File: src/rtl/des_key_schedule.sv
// DES round-key generator and 16-round sequencer: emits K1..K16 (or K16..K1)
// together with the mux/load controls for the downstream round datapath.
module des_key_schedule (
  input  logic        clk,
  input  logic        rst,
  input  logic [0:63] key,
  input  logic        decrypt,
  input  logic        start,
  output logic [0:47] round_key,
  output logic        mux,
  output logic        load,
  output logic        busy,
  output logic        done,
  output logic [3:0]  round
);

  typedef enum logic [1:0] {
    IDLE = 2'd0,
    RUN  = 2'd1,
    DONE = 2'd2
  } state_t;

  // FIPS 46-3 tables, 1-based bit numbers (bit 1 = MSB).
  localparam int PC1 [56] = '{
    57, 49, 41, 33, 25, 17,  9,  1, 58, 50, 42, 34, 26, 18,
    10,  2, 59, 51, 43, 35, 27, 19, 11,  3, 60, 52, 44, 36,
    63, 55, 47, 39, 31, 23, 15,  7, 62, 54, 46, 38, 30, 22,
    14,  6, 61, 53, 45, 37, 29, 21, 13,  5, 28, 20, 12,  4
  };

  localparam int PC2 [48] = '{
    14, 17, 11, 24,  1,  5,  3, 28, 15,  6, 21, 10,
    23, 19, 12,  4, 26,  8, 16,  7, 27, 20, 13,  2,
    41, 52, 31, 37, 47, 55, 30, 40, 51, 45, 33, 48,
    44, 49, 39, 56, 34, 53, 46, 42, 50, 36, 29, 32
  };

  function automatic logic [0:55] pc1_perm(input logic [0:63] k);
    logic [0:55] r;
    r = '0;
    for (int i = 0; i < 56; i++) r[i] = k[PC1[i] - 1];
    return r;
  endfunction

  function automatic logic [0:47] pc2_perm(input logic [0:55] cd);
    logic [0:47] r;
    r = '0;
    for (int i = 0; i < 48; i++) r[i] = cd[PC2[i] - 1];
    return r;
  endfunction

  function automatic logic [0:27] rotl(input logic [0:27] v, input logic two);
    return two ? {v[2:27], v[0:1]} : {v[1:27], v[0]};
  endfunction

  function automatic logic [0:27] rotr(input logic [0:27] v, input logic two);
    return two ? {v[26:27], v[0:25]} : {v[27], v[0:26]};
  endfunction

  state_t      state_q;
  logic [0:27] c_q, d_q;
  logic [0:27] c_d, d_d;
  logic [3:0]  cnt_q;
  logic        dec_q;
  logic        mux_q, load_q, busy_q, done_q;
  logic [3:0]  round_q;
  logic [0:55] pc1_key;
  logic        one_shift;

  // Encrypt and decrypt step by a single position at the same counter values.
  always_comb begin
    pc1_key   = pc1_perm(key);
    one_shift = (cnt_q == 4'd0) || (cnt_q == 4'd7) || (cnt_q == 4'd14);
    c_d       = c_q;
    d_d       = d_q;
    if (state_q != RUN) begin
      if (start) begin
        c_d = decrypt ? pc1_key[0:27]  : rotl(pc1_key[0:27], 1'b0);
        d_d = decrypt ? pc1_key[28:55] : rotl(pc1_key[28:55], 1'b0);
      end
    end else if (cnt_q != 4'd15) begin
      c_d = dec_q ? rotr(c_q, !one_shift) : rotl(c_q, !one_shift);
      d_d = dec_q ? rotr(d_q, !one_shift) : rotl(d_q, !one_shift);
    end
  end

  always_ff @(posedge clk or posedge rst) begin
    if (rst) begin
      state_q <= IDLE;
      c_q     <= '0;
      d_q     <= '0;
      cnt_q   <= '0;
      dec_q   <= 1'b0;
      mux_q   <= 1'b0;
      load_q  <= 1'b0;
      busy_q  <= 1'b0;
      done_q  <= 1'b0;
      round_q <= '0;
    end else begin
      c_q <= c_d;
      d_q <= d_d;
      case (state_q)
        RUN: begin
          if (cnt_q == 4'd15) begin
            state_q <= DONE;
            mux_q   <= 1'b0;
            load_q  <= 1'b0;
            busy_q  <= 1'b0;
            done_q  <= 1'b1;
            round_q <= '0;
          end else begin
            cnt_q   <= cnt_q + 4'd1;
            mux_q   <= 1'b1;
            round_q <= cnt_q + 4'd1;
          end
        end
        default: begin
          if (start) begin
            state_q <= RUN;
            cnt_q   <= '0;
            dec_q   <= decrypt;
            mux_q   <= 1'b0;
            load_q  <= 1'b1;
            busy_q  <= 1'b1;
            done_q  <= 1'b0;
            round_q <= '0;
          end else begin
            state_q <= IDLE;
            mux_q   <= 1'b0;
            load_q  <= 1'b0;
            busy_q  <= 1'b0;
            done_q  <= 1'b0;
            round_q <= '0;
          end
        end
      endcase
    end
  end

  assign round_key = pc2_perm({c_q, d_q});
  assign mux       = mux_q;
  assign load      = load_q;
  assign busy      = busy_q;
  assign done      = done_q;
  assign round     = round_q;

endmodule

File: config.mk
export PLATFORM = sky130hd
export DESIGN_NAME = des_key_schedule
export DESIGN_NICKNAME = d
export VERILOG_FILES = /design/src/rtl/des_key_schedule.sv
export SDC_FILE = /design/constraint.sdc
export NUM_CORES = 1
export LEC_CHECK = 0
export BUFFER_PORTS_ARGS = -buffer_cell sky130_fd_sc_hd__buf_4
export CAP_MARGIN = 20
export CORE_MARGIN = 3
export CORE_UTILIZATION = 36
export CTS_BUF_LIST = sky130_fd_sc_hd__clkbuf_8
export DETAILED_ROUTE_END_ITERATION = 16
export PLACE_DENSITY = 0.6
export SLEW_MARGIN = 10
export SYNTH_ARGS = -nofsm -noshare
export SYNTH_HDL_FRONTEND = slang
export SYNTH_SLANG_ARGS = --single-unit
File: constraint.sdc
create_clock -name clk -period 1.8 [get_ports clk]
set_input_delay 0.18 -clock clk [delete_from_list [all_inputs] [get_ports clk]]
set_output_delay 0.18 -clock clk [all_outputs]
set_load 0.005 [all_outputs]
# Word level (Yosys, flattened, before mapping)
# Cells that the tools add are included.
dict set report totals {
  regBits 70
  out_inout_bits 56
  wordCells 57
  inputBits 68
}
dict set report classes {
  addsub 1
  bitwise_logic 1
  muxes 29
  reduce_logical 8
  eq_ne 9
}
# op count
set op_table {}
lappend op_table {{two-way mux 28 bit} 14}
lappend op_table {{two-way mux 4 bit} 5}
lappend op_table {{equality test 4 bit, second input constant} 2}
lappend op_table {{two-way mux 1 bit} 8}
lappend op_table {{!= test 2 bit, second input constant} 3}
lappend op_table {{AND reduction 2 bit} 3}
lappend op_table {{adder 4 x 1 -> 4 bit, second input constant} 1}
lappend op_table {{equality test 4 x 3 -> 1 bit, second input constant} 1}
lappend op_table {{zero test 4 bit} 1}
lappend op_table {{two-way mux 2 bit} 2}
lappend op_table {{!= test 4 bit, second input constant} 1}
lappend op_table {{nonzero test 2 bit} 2}
lappend op_table {{equality test 2 x 1 -> 1 bit, second input constant} 1}
lappend op_table {{logical OR 1 bit} 2}
lappend op_table {{!= test 2 x 1 -> 1 bit, second input constant} 1}
lappend op_table {{inverter 1 bit} 1}

# Longest topological paths before layout
# Gate-level depths: netlist of the first run.
dict set report depth {
  ltp_word 7
  ltp_mapped 8
  depth_no_buf 7
}

# Least setup slack after synthesis of the first run
# No wires, ideal clock.
dict set report synth_timing {
  path_kind {register to register}
  from {register cnt_q[0]}
  to {register c_q[1] (netlist bit)}
  synth_period_minus_slack_ns 1.933
  path_stages_with_launch 8
  setup_ns 0.126
  t_required_ns 1.674
  path_buffers 2
  setup_slack_ns -0.133
  arrival_ns 1.807
  cell_sequence {dfrtp_1 > ha_1 > mux2i_2 > buf_6 > buf_4 > mux2i_1 > a22oi_1 > a221o_1}
}
dict set report synth_between {
  elab_chain_cells 7
  elab_cells_between_ends 13
  cone_classes {3 x eq/ne; 5 x mux; 5 x reduce/logical}
}
# item line
set synth_lines {}
lappend synth_lines {{start: declaration} 63} ;# logic [3:0] cnt_q;
lappend synth_lines {{start signal: assignment} 112} ;# cnt_q <= cnt_q + 4'd1;
lappend synth_lines {{equality test 4 x 3 -> 1 bit / zero test 4 bit (equally long branches)} 73} ;# one_shift = (cnt_q == 4'd0) || (cnt_q == 4'd7) || (cnt_q == 4'd14);
lappend synth_lines {{logical OR 1 bit (2 in series)} 73}
lappend synth_lines {{two-way mux 28 bit, on equally long branches} {53, 57}}
lappend synth_lines {{two-way mux 28 bit} 82} ;# c_d = dec_q ? rotr(c_q, !one_shift) : rotl(c_q, !one_shift);
lappend synth_lines {{two-way mux 28 bit} 81} ;# end else if (cnt_q != 4'd15) begin
lappend synth_lines {{two-way mux 28 bit} 76} ;# if (state_q != RUN) begin
lappend synth_lines {{end signal: assignment} 90} ;# c_q <= '0;
lappend synth_lines {{end signal: assignment} 100} ;# c_q <= c_d;
lappend synth_lines {{end: declaration} 61} ;# logic [0:27] c_q, d_q;
# Parallel ways exist; a longest one is shown, timed or not. The select of a mux whose other input is x is not followed.
# A chain may end at the register's enable or synchronous reset.

# Worst setup path in the final report of the first run
dict set report layout_timing {
  from {register cnt_q[0]}
  to {register c_q[15] (netlist bit)}
}
# Same word-level chain as after synthesis.

==> results of run 1 <==
-- state kept, by name (all words and copies together) (netlist names) --
| signal | count |
|---|---|
| dec_q | 1 |
| cnt_q | 4 |
| c_q | 28 |
| mux | 1 |
| state_q | 2 |
| d_q | 28 |
| round | 4 |
-- cell type report --
class | instances | area, sq um
clock buffer | 13 | 179
clock inverter | 3 | 42.5
multi-input combinational | 531 | 4760
sequential | 68 | 1710
fill | 1926 | 10800
timing repair buffer | 182 | 1950
inverter | 6 | 26.3
tap | 265 | 332
-- layer usage --
| metal | vias to the layer above | GRT usage, % | part of all wire [%] |
|---|---|---|---|
| met5 | - | 0 | 0 |
| li1 | 3001 | - | - |
| met1 | 3221 | 28.0 | 50 |
| met3 | 16 | 2.61 | 4.4 |
| met4 | 0 | 5.77 | 1.3 |
| met2 | 158 | 29.0 | 45 |
-- cells in the mapped netlist (all sizes together) --
cell / count / area share, %
a221oi: 56 / 6.7
nand3: 2 / 0.14
xnor2: 1 / 0.12
clkbuf: 86 / 4.4
mux2i: 281 / 38
and3: 1 / 0.085
a22oi: 56 / 5.7
nand2: 2 / 0.10
a221o: 56 / 7.6
xor2: 1 / 0.12
ha: 3 / 0.51
nor2b: 2 / 0.17
nand2b: 1 / 0.085
dfrtp: 68 / 23
a21oi: 1 / 0.12
inv: 6 / 0.31
buf: 94 / 8.7
nor2: 62 / 3.2
mux2: 1 / 0.15
o22ai: 1 / 0.085
a21boi: 1 / 0.10
a21o: 3 / 0.31
-- kinds of logic (layout without fill, tap and decap cells) --
| group | after synthesis | count (layout) | share of synthesized area [%] |
|---|---|---|---|
| adder cells (fa/ha/maj) | 3 | 3 | 0.510 |
| AND/OR/NAND/NOR | 70 | 70 | 3.74 |
| XOR/XNOR | 2 | 2 | 0.238 |
| buffers and inverters | 186 | 204 | 13.4 |
| flip-flops | 68 | 68 | 23.1 |
| AO/OA/AOI/OAI | 174 | 174 | 20.6 |
| multiplexers | 282 | 282 | 38.4 |
-- stage by stage --
stage | hold WS (ns) | worst slack (ns)
CTS | 0.135 | -0.134
global route | 0.161 | -0.286
floorplan | 0.337 | -0.0689
detailed placement | 0.333 | -0.139
global placement | 0.330 | -0.0926
finish | 0.144 | -0.194
-- worst max-delay path, delay by kind of cell, from the launching register on --
family | cells | cell delay (ns)
flops | 1 | 0.39
compound gates | 2 | 0.41
fa+ha+maj | 1 | 0.18
buf+inv | 4 | 0.56
mux | 2 | 0.34
-- how the worst min path moves through the flow --
| stage | to | slack (ns) | depth (start not counted) |
|---|---|---|---|
| after floorplan | c_q[0] | 0.34 | 1 |
| after global placement | c_q[7] | 0.33 | 3 |
| after detailed placement | c_q[7] | 0.33 | 3 |
| after CTS | d_q[7] | 0.13 | 4 |
| after global routing | d_q[18] | 0.16 | 4 |
| final | d_q[7] | 0.14 | 4 |
-- repair_timing --
action | 4_1_cts | 5_1_grt
gates resized for setup | 10 | 8
pin swaps | 1 | 28
gates cloned | 1 | 16
setup buffers | 2 | 4
setup endpoints to repair | 56 | 57
endpoints found under the hold margin | 68 | 0
hold buffers | 1 | 0
-- cells in the final DEF (no fill, tap or decap), types with 6 or more instances in the layout --
| cell | count |
|---|---|
| sky130_fd_sc_hd__clkbuf_8 | 13 |
| sky130_fd_sc_hd__a221oi_1 | 56 |
| sky130_fd_sc_hd__a221o_1 | 56 |
| sky130_fd_sc_hd__buf_4 | 140 |
| sky130_fd_sc_hd__buf_16 | 6 |
| sky130_fd_sc_hd__mux2i_1 | 277 |
| sky130_fd_sc_hd__a22oi_1 | 56 |
| sky130_fd_sc_hd__nor2_1 | 61 |
| sky130_fd_sc_hd__buf_12 | 17 |
| sky130_fd_sc_hd__dfrtp_1 | 67 |
| sky130_fd_sc_hd__clkbuf_16 | 12 |
-- where the power goes --
| part | switching (mW) | leakage, nW | internal, mW |
|---|---|---|---|
| combinational | 6.29 | 3.55 | 8.24 |
| sequential | 2.14 | 0.779 | 2.37 |
| clock | 0.699 | 0.112 | 0.790 |
==> flow_results.xml, run 1 <==
<?xml version="1.0" encoding="UTF-8"?>
<metrics>
  <group name="clock_network">
    <metric name="clkSinkCount" unit="">68</metric>
    <metric name="clock_path_buffers" unit="">2</metric>
    <metric name="cts.reportedPaths.clkPinSlew" unit="ns">0.09</metric>
    <metric name="cts.htree.levels" unit="">3</metric>
    <metric name="clockRootBuffer" unit="">sky130_fd_sc_hd__clkbuf_8</metric>
    <metric name="cts_made_buffers" unit="">9</metric>
    <metric name="worstSkewPairLatency" unit="ns">0.38</metric>
    <metric name="tritoncts" unit="">yes</metric>
  </group>
  <group name="route">
    <metric name="avgViaCountPerCell" unit="">5.99</metric>
    <metric name="dr.pass1.iters" unit="">4</metric>
    <metric name="drt-total-wl" unit="microns">22700</metric>
    <metric name="detail-route-antenna-nets" unit="">0</metric>
    <metric name="initialDrtViolationCount" unit="">609</metric>
    <metric name="wire_length_per_cell_after_detailed_routing" unit="microns">21.2</metric>
    <metric name="vias" unit="">6396</metric>
    <metric name="route.detailed.drc" unit="">0</metric>
  </group>
  <group name="finish">
    <metric name="synthToLayoutAreaGrowth" unit="%">22.0</metric>
    <metric name="inserted_diodes" unit="">0</metric>
    <metric name="final_design_area_no_fill" unit="sq um">8990</metric>
    <metric name="instances_no_fill" unit="">1068</metric>
    <metric name="layout-drive-gt1-share" unit="%">27.0</metric>
    <metric name="post-route-util" unit="%">45.4</metric>
    <metric name="design.final.nets" unit="">869</metric>
  </group>
  <group name="setup_path">
    <metric name="r2r_setup_slack" unit="ns">-0.19</metric>
    <metric name="timing.critical_path.required" unit="ns">2.06</metric>
    <metric name="critical_path.endpoint_type" unit="">flip-flop</metric>
    <metric name="critical-path-max-stage-delay" unit="ns">0.39</metric>
    <metric name="reg2regPathDepth" unit="">9</metric>
    <metric name="setup.worst_path.class" unit="">reg -&gt; reg</metric>
    <metric name="crit_chain" unit="">inv_1 &gt; ha_4 &gt; mux2i_4 &gt; buf_12 &gt; clkbuf_16 &gt; buf_8 &gt; mux2i_1 &gt; a22oi_1 &gt; a221o_1</metric>
    <metric name="timing.critical_path.arrival" unit="ns">2.26</metric>
    <metric name="critical_r2r_capture" unit="">c_q[15]</metric>
    <metric name="setup.worst_path.start" unit="">cnt_q[0]</metric>
    <metric name="crit_path_max_fanout" unit="">7</metric>
    <metric name="worst_path_max_delay_cell" unit="">sky130_fd_sc_hd__dfrtp_1</metric>
    <metric name="r2r_start" unit="">cnt_q[0]</metric>
    <metric name="critical_path_destination" unit="">c_q[15]</metric>
    <metric name="setup.worst_path.start_class" unit="">flip-flop</metric>
  </group>
  <group name="global_routing">
    <metric name="grt_start_max_net_pins" unit="">69</metric>
    <metric name="gr-total-overflow" unit="">0</metric>
    <metric name="grt_pass1_vias" unit="">6194</metric>
    <metric name="number_of_antenna_violations_at_the_first_check_in_global_routing" unit="">0</metric>
    <metric name="grt_use_total" unit="%">19.0</metric>
    <metric name="grt_pass1_wl" unit="microns">34500</metric>
  </group>
  <group name="placement">
    <metric name="dpl.cell_count" unit="">1028</metric>
    <metric name="place_hpwl" unit="microns">13600</metric>
    <metric name="port-buffer-count" unit="">115</metric>
    <metric name="place.gp.congestion" unit="">0.759</metric>
    <metric name="dpl-instance-area" unit="sq um">8240</metric>
  </group>
  <group name="yosys">
    <metric name="synth.ff_latch_count" unit="">68</metric>
    <metric name="synth_cells" unit="">785</metric>
    <metric name="synthesis.area" unit="sq um">7370</metric>
    <metric name="ys_seq_area_share" unit="%">23.1</metric>
    <metric name="synthesis.area_per_instance" unit="sq um">9.38</metric>
    <metric name="synth_warnings" unit="">0</metric>
    <metric name="synthDistinctLibCells" unit="">27</metric>
    <metric name="syn-num-nets" unit="">856</metric>
  </group>
  <group name="power_and_ir_drop">
    <metric name="p_per_area" unit="nW/um^2">2290</metric>
    <metric name="post-layout-total-power" unit="mW">20.5</metric>
    <metric name="power.static_leakage" unit="nW">4.44</metric>
    <metric name="peakVddDrop" unit="mV">0.972</metric>
  </group>
  <group name="floorplanning">
    <metric name="floorplan.core_area" unit="sq um">19800</metric>
    <metric name="floorplan.initialDensity" unit="%">37.2</metric>
    <metric name="dieHeight" unit="microns">149</metric>
    <metric name="io_pins" unit="">124</metric>
    <metric name="die_area" unit="sq um">22200</metric>
    <metric name="rows" unit="">51</metric>
    <metric name="die_width" unit="microns">149</metric>
  </group>
  <group name="status">
    <metric name="run_status" unit="">finished, violations left</metric>
    <metric name="failed_checks" unit="">negative setup slack</metric>
  </group>
  <group name="timing">
    <metric name="period_share" unit="%">111</metric>
    <metric name="finClkSkew" unit="ns">0.0161</metric>
    <metric name="maxClockFrequency" unit="MHz">501</metric>
    <metric name="setup_ws_post_layout" unit="ns">-0.194</metric>
    <metric name="period_minus_slack" unit="ns">1.99</metric>
    <metric name="relSlewSlack" unit="%">72.2</metric>
    <metric name="finalHoldViolations" unit="">0</metric>
    <metric name="report.final.slew_viol_count" unit="">0</metric>
    <metric name="finalSetupTns" unit="ns">-9.08</metric>
    <metric name="rsz0062_at_grt" unit="">true</metric>
    <metric name="tightest_slew" unit="ns">0.416</metric>
    <metric name="setup_viol" unit="">56</metric>
  </group>
  <group name="run">
    <metric name="timing.max_cap.violations" unit="">0</metric>
  </group>
  <group name="worst_hold_path">
    <metric name="worstHoldPathType" unit="">in -&gt; reg</metric>
    <metric name="worst_hold_startpoint" unit="">key[6]</metric>
  </group>
</metrics>
Power figures use the tool's default switching activity.
==> inputs of run 2 (changes only) <==
--- a/config.mk
+++ b/config.mk
@@ -5,13 +5,14 @@
 export SDC_FILE = /design/constraint.sdc
 export NUM_CORES = 1
 export LEC_CHECK = 0
+export ABC_AREA = 1
 export BUFFER_PORTS_ARGS = -buffer_cell sky130_fd_sc_hd__buf_4
 export CAP_MARGIN = 20
 export CORE_MARGIN = 3
 export CORE_UTILIZATION = 36
 export CTS_BUF_LIST = sky130_fd_sc_hd__clkbuf_8
 export DETAILED_ROUTE_END_ITERATION = 16
-export PLACE_DENSITY = 0.6
+export PLACE_DENSITY = 0.62
 export SLEW_MARGIN = 10
 export SYNTH_ARGS = -nofsm -noshare
 export SYNTH_HDL_FRONTEND = slang
==> flow_results.xml, run 2 <==
<?xml version="1.0" encoding="UTF-8"?>
<metrics>
  <group name="finish">
    <metric name="post-route-util" unit="%">46.5</metric>
    <metric name="design.final.nets" unit="">982</metric>
    <metric name="mostFrequentLayoutCell" unit="">sky130_fd_sc_hd__nand3_1</metric>
    <metric name="layout-drive-gt1-share" unit="%">27.3</metric>
    <metric name="top_regs" unit="">c_q: 28 flops, d_q: 28 flops</metric>
    <metric name="synthToLayoutAreaGrowth" unit="%">25.4</metric>
    <metric name="multi_input_area" unit="sq um">3220</metric>
    <metric name="most-common-layout-cells" unit="">144 x sky130_fd_sc_hd__nand3_1, 128 x sky130_fd_sc_hd__buf_4, 91 x sky130_fd_sc_hd__nand2_1</metric>
    <metric name="num-fill-cells" unit="">1649</metric>
    <metric name="layout.area.seq" unit="sq um">1700</metric>
    <metric name="inserted_diodes" unit="">0</metric>
  </group>
  <group name="global_routing">
    <metric name="grt_start_max_net_pins" unit="">114</metric>
    <metric name="gr-total-overflow" unit="">0</metric>
    <metric name="grt_use_total" unit="%">19.1</metric>
    <metric name="grt_pass1_vias" unit="">5478</metric>
    <metric name="grt_pass1_wl" unit="microns">27800</metric>
    <metric name="number_of_antenna_violations_at_the_first_check_in_global_routing" unit="">0</metric>
  </group>
  <group name="setup_path">
    <metric name="r2r_start" unit="">cnt_q[0]</metric>
    <metric name="crit_path_max_fanout" unit="">7</metric>
    <metric name="worst_path_max_delay_cell" unit="">sky130_fd_sc_hd__dfrtp_1</metric>
    <metric name="r2r_setup_slack" unit="ns">0.11</metric>
    <metric name="cpLargestDelayFamily" unit="">simple AND/OR/NAND/NOR gates</metric>
    <metric name="setup.worst_path.start_class" unit="">flip-flop</metric>
    <metric name="reg2regPathDepth" unit="">10</metric>
    <metric name="setup.worst_path.start" unit="">cnt_q[0]</metric>
    <metric name="critical_r2r_capture" unit="">d_q[3]</metric>
    <metric name="timing.critical_path.required" unit="ns">2.11</metric>
    <metric name="setup.worst_path.class" unit="">reg -&gt; reg</metric>
    <metric name="timing.critical_path.arrival" unit="ns">2.00</metric>
    <metric name="critical_path_destination" unit="">d_q[3]</metric>
    <metric name="buffers_and_inverters_on_the_worst_path" unit="">3</metric>
    <metric name="crit_chain" unit="">inv_2 &gt; ha_4 &gt; nand3_4 &gt; nand3_4 &gt; buf_6 &gt; clkbuf_16 &gt; nand2_1 &gt; nand3_1 &gt; nand3_1 &gt; a21oi_2</metric>
    <metric name="critical-path-max-stage-delay" unit="ns">0.42</metric>
    <metric name="critical_path.endpoint_type" unit="">flip-flop</metric>
    <metric name="number_of_gates_on_the_worst_path_with_buffers_counted" unit="">10</metric>
  </group>
  <group name="yosys">
    <metric name="synthDistinctLibCells" unit="">24</metric>
    <metric name="synth.ff_latch_count" unit="">68</metric>
    <metric name="synth.top_cell.area_share" unit="%">30.0</metric>
    <metric name="syn-num-nets" unit="">943</metric>
    <metric name="synth_cells" unit="">872</metric>
    <metric name="ys_seq_area_share" unit="%">30.0</metric>
    <metric name="synth_enable_flop_cells" unit="">0</metric>
    <metric name="synth_top_cells_by_count" unit="">172 x sky130_fd_sc_hd__nand3_1, 104 x sky130_fd_sc_hd__nand2_1, 92 x sky130_fd_sc_hd__inv_1, 90 x sky130_fd_sc_hd__nor2_1, 86 x sky130_fd_sc_hd__a21oi_1</metric>
    <metric name="synth_warnings" unit="">0</metric>
    <metric name="synth_top_flop_cell" unit="">sky130_fd_sc_hd__dfrtp_1</metric>
    <metric name="synth.most_common_cell" unit="">sky130_fd_sc_hd__nand3_1</metric>
    <metric name="ys_top_cells_by_area" unit="">sky130_fd_sc_hd__dfrtp_1 30%, sky130_fd_sc_hd__nand3_1 15%, sky130_fd_sc_hd__a21oi_1 7.6%</metric>
    <metric name="synthesis.area" unit="sq um">5680</metric>
    <metric name="synthesis.area_per_instance" unit="sq um">6.51</metric>
    <metric name="post-synth-top-area-cell" unit="">sky130_fd_sc_hd__dfrtp_1</metric>
    <metric name="async_flop_share" unit="%">100</metric>
  </group>
  <group name="clock_network">
    <metric name="clock_path_buffers" unit="">2</metric>
    <metric name="cts_made_buffers" unit="">9</metric>
    <metric name="worstSkewPairLatency" unit="ns">0.37</metric>
    <metric name="tritoncts" unit="">yes</metric>
    <metric name="cts.htree.levels" unit="">3</metric>
    <metric name="clockRootBuffer" unit="">sky130_fd_sc_hd__clkbuf_8</metric>
    <metric name="clkSinkCount" unit="">68</metric>
    <metric name="cts.reportedPaths.clkPinSlew" unit="ns">0.08</metric>
  </group>
  <group name="route">
    <metric name="route.detailed.drc" unit="">0</metric>
    <metric name="drt-total-wl" unit="microns">17600</metric>
    <metric name="vias" unit="">6070</metric>
    <metric name="initialDrtViolationCount" unit="">753</metric>
    <metric name="avgViaCountPerCell" unit="">5.39</metric>
    <metric name="detail-route-antenna-nets" unit="">0</metric>
    <metric name="dr.pass1.iters" unit="">5</metric>
    <metric name="wire_length_per_cell_after_detailed_routing" unit="microns">15.7</metric>
  </group>
  <group name="floorplanning">
    <metric name="io_pins" unit="">124</metric>
    <metric name="rows" unit="">45</metric>
    <metric name="floorplan.initialDensity" unit="%">37.1</metric>
    <metric name="floorplan.core_area" unit="sq um">15300</metric>
    <metric name="die_area" unit="sq um">17300</metric>
    <metric name="die_width" unit="microns">132</metric>
    <metric name="dieHeight" unit="microns">132</metric>
  </group>
  <group name="timing">
    <metric name="setup_ws_post_layout" unit="ns">0.109</metric>
    <metric name="rsz0062_at_grt" unit="">false</metric>
    <metric name="period_minus_slack" unit="ns">1.69</metric>
    <metric name="relSlewSlack" unit="%">71.2</metric>
    <metric name="finalHoldViolations" unit="">0</metric>
    <metric name="finalSetupTns" unit="ns">0</metric>
    <metric name="report.final.slew_viol_count" unit="">0</metric>
    <metric name="maxClockFrequency" unit="MHz">592</metric>
    <metric name="tightest_slew" unit="ns">0.431</metric>
    <metric name="period_share" unit="%">93.9</metric>
    <metric name="timing.hold.ws" unit="ns">0.193</metric>
    <metric name="setup_viol" unit="">0</metric>
    <metric name="finClkSkew" unit="ns">0.00939</metric>
  </group>
  <group name="worst_hold_path">
    <metric name="worstHoldPathType" unit="">in -&gt; reg</metric>
    <metric name="worst_hold_startpoint" unit="">key[29]</metric>
  </group>
  <group name="placement">
    <metric name="dp_worst_setup_slack" unit="ns">0.129</metric>
    <metric name="place.gp.congestion" unit="">0.824</metric>
    <metric name="port-buffer-count" unit="">115</metric>
    <metric name="place_hpwl" unit="microns">11200</metric>
  </group>
  <group name="power_and_ir_drop">
    <metric name="post-layout-total-power" unit="mW">14.7</metric>
    <metric name="p_per_area" unit="nW/um^2">2060</metric>
    <metric name="peakVddDrop" unit="mV">0.881</metric>
    <metric name="power.static_leakage" unit="nW">3.44</metric>
  </group>
  <group name="run">
    <metric name="timing.max_cap.violations" unit="">0</metric>
  </group>
  <group name="status">
    <metric name="run_status" unit="">finished, final reports clean</metric>
  </group>
</metrics>
-- run 2: cell types whose count changed after synthesis, sizes merged, moves of 3 or more --
cell,delta
a221oi,-56
clkbuf,-58
a21o,-3
nor2,+29
o211ai,+28
nand3,+172
a221o,-56
inv,+88
nand4,+56
nand2,+114
a22oi,-56
a21oi,+85
mux2i,-281
o21ai,+28
-- run 2: power by group --
part	switching [mW]	internal [mW]	total, mW
Sequential	0.898	2.38	3.28
Combinational	5.60	4.49	10.1
Clock	0.650	0.663	1.31
Total	7.15	7.53	14.7
-- run 2: cells by family after synthesis --
logic type,Yosys count,share of synthesized area (%)
xor gates and xnor gates,1,0.154
AOI/OAI and AO/OA,146,14.2
DFF,68,30.0
buffers and inverters,217,19.1
and+or+nand+nor,437,35.9
adders and majority gates,3,0.661
-- run 2: per-stage QoR --
step / cell area [sq um] / cells
2_1_floorplan: 5680 / 872
3_3_place_gp: 6440 / 1099
3_5_place_dp: 6440 / 1099
4_1_cts: 6640 / 1115
5_1_grt: 7130 / 1126
6_report: 7130 / 1126
-- run 2: how the worst min path moves through the flow --
stage	depth (start not counted)	slack, ns	to
after global placement	3	0.32	d_q[20]
final	5	0.19	d_q[11]
after global routing	3	0.18	dec_q
after floorplan	1	0.34	c_q[0]
after detailed placement	3	0.33	d_q[19]
after CTS	3	0.18	dec_q
-- run 2: layout make-up --
| cell class | instances | area share (%) |
|---|---|---|
| Clock buffer | 10 | 1.93 |
| Clock inverter | 5 | 0.755 |
| Inverter | 95 | 5.06 |
| Multi-Input combinational cell | 587 | 45.2 |
| Sequential cell | 68 | 23.9 |
| Tap cell | 211 | 3.71 |
| Timing Repair Buffer | 150 | 19.5 |
-- run 2: timing repair --
item                                   4_1_cts  5_1_grt
endpoints found under the hold margin       68        0
setup endpoints to repair                    0       41
gates resized for setup                      0       75
buffers inserted                             0        5
hold buffers                                 1        0
-- run 2: per-layer routing --
layer / vias up / wire, microns / GRT usage, %
li1: 2987 / - / -
met1: 2869 / 8190 / 26.4
met2: 200 / 7900 / 28.8
met3: 14 / 1330 / 6.39
met4: 0 / 210 / 4.26
met5: - / 0 / 0
-- run 2: worst reg2reg max path, cell delays in order, from the launching register on --
cell and delay [ns]:
sky130_fd_sc_hd__dfrtp_1 0.42, sky130_fd_sc_hd__inv_2 0.12, sky130_fd_sc_hd__ha_4 0.16, sky130_fd_sc_hd__nand3_4 0.11, sky130_fd_sc_hd__nand3_4 0.13, sky130_fd_sc_hd__buf_6 0.14
sky130_fd_sc_hd__clkbuf_16 0.16, sky130_fd_sc_hd__nand2_1 0.07, sky130_fd_sc_hd__nand3_1 0.08, sky130_fd_sc_hd__nand3_1 0.09, sky130_fd_sc_hd__a21oi_2 0.14
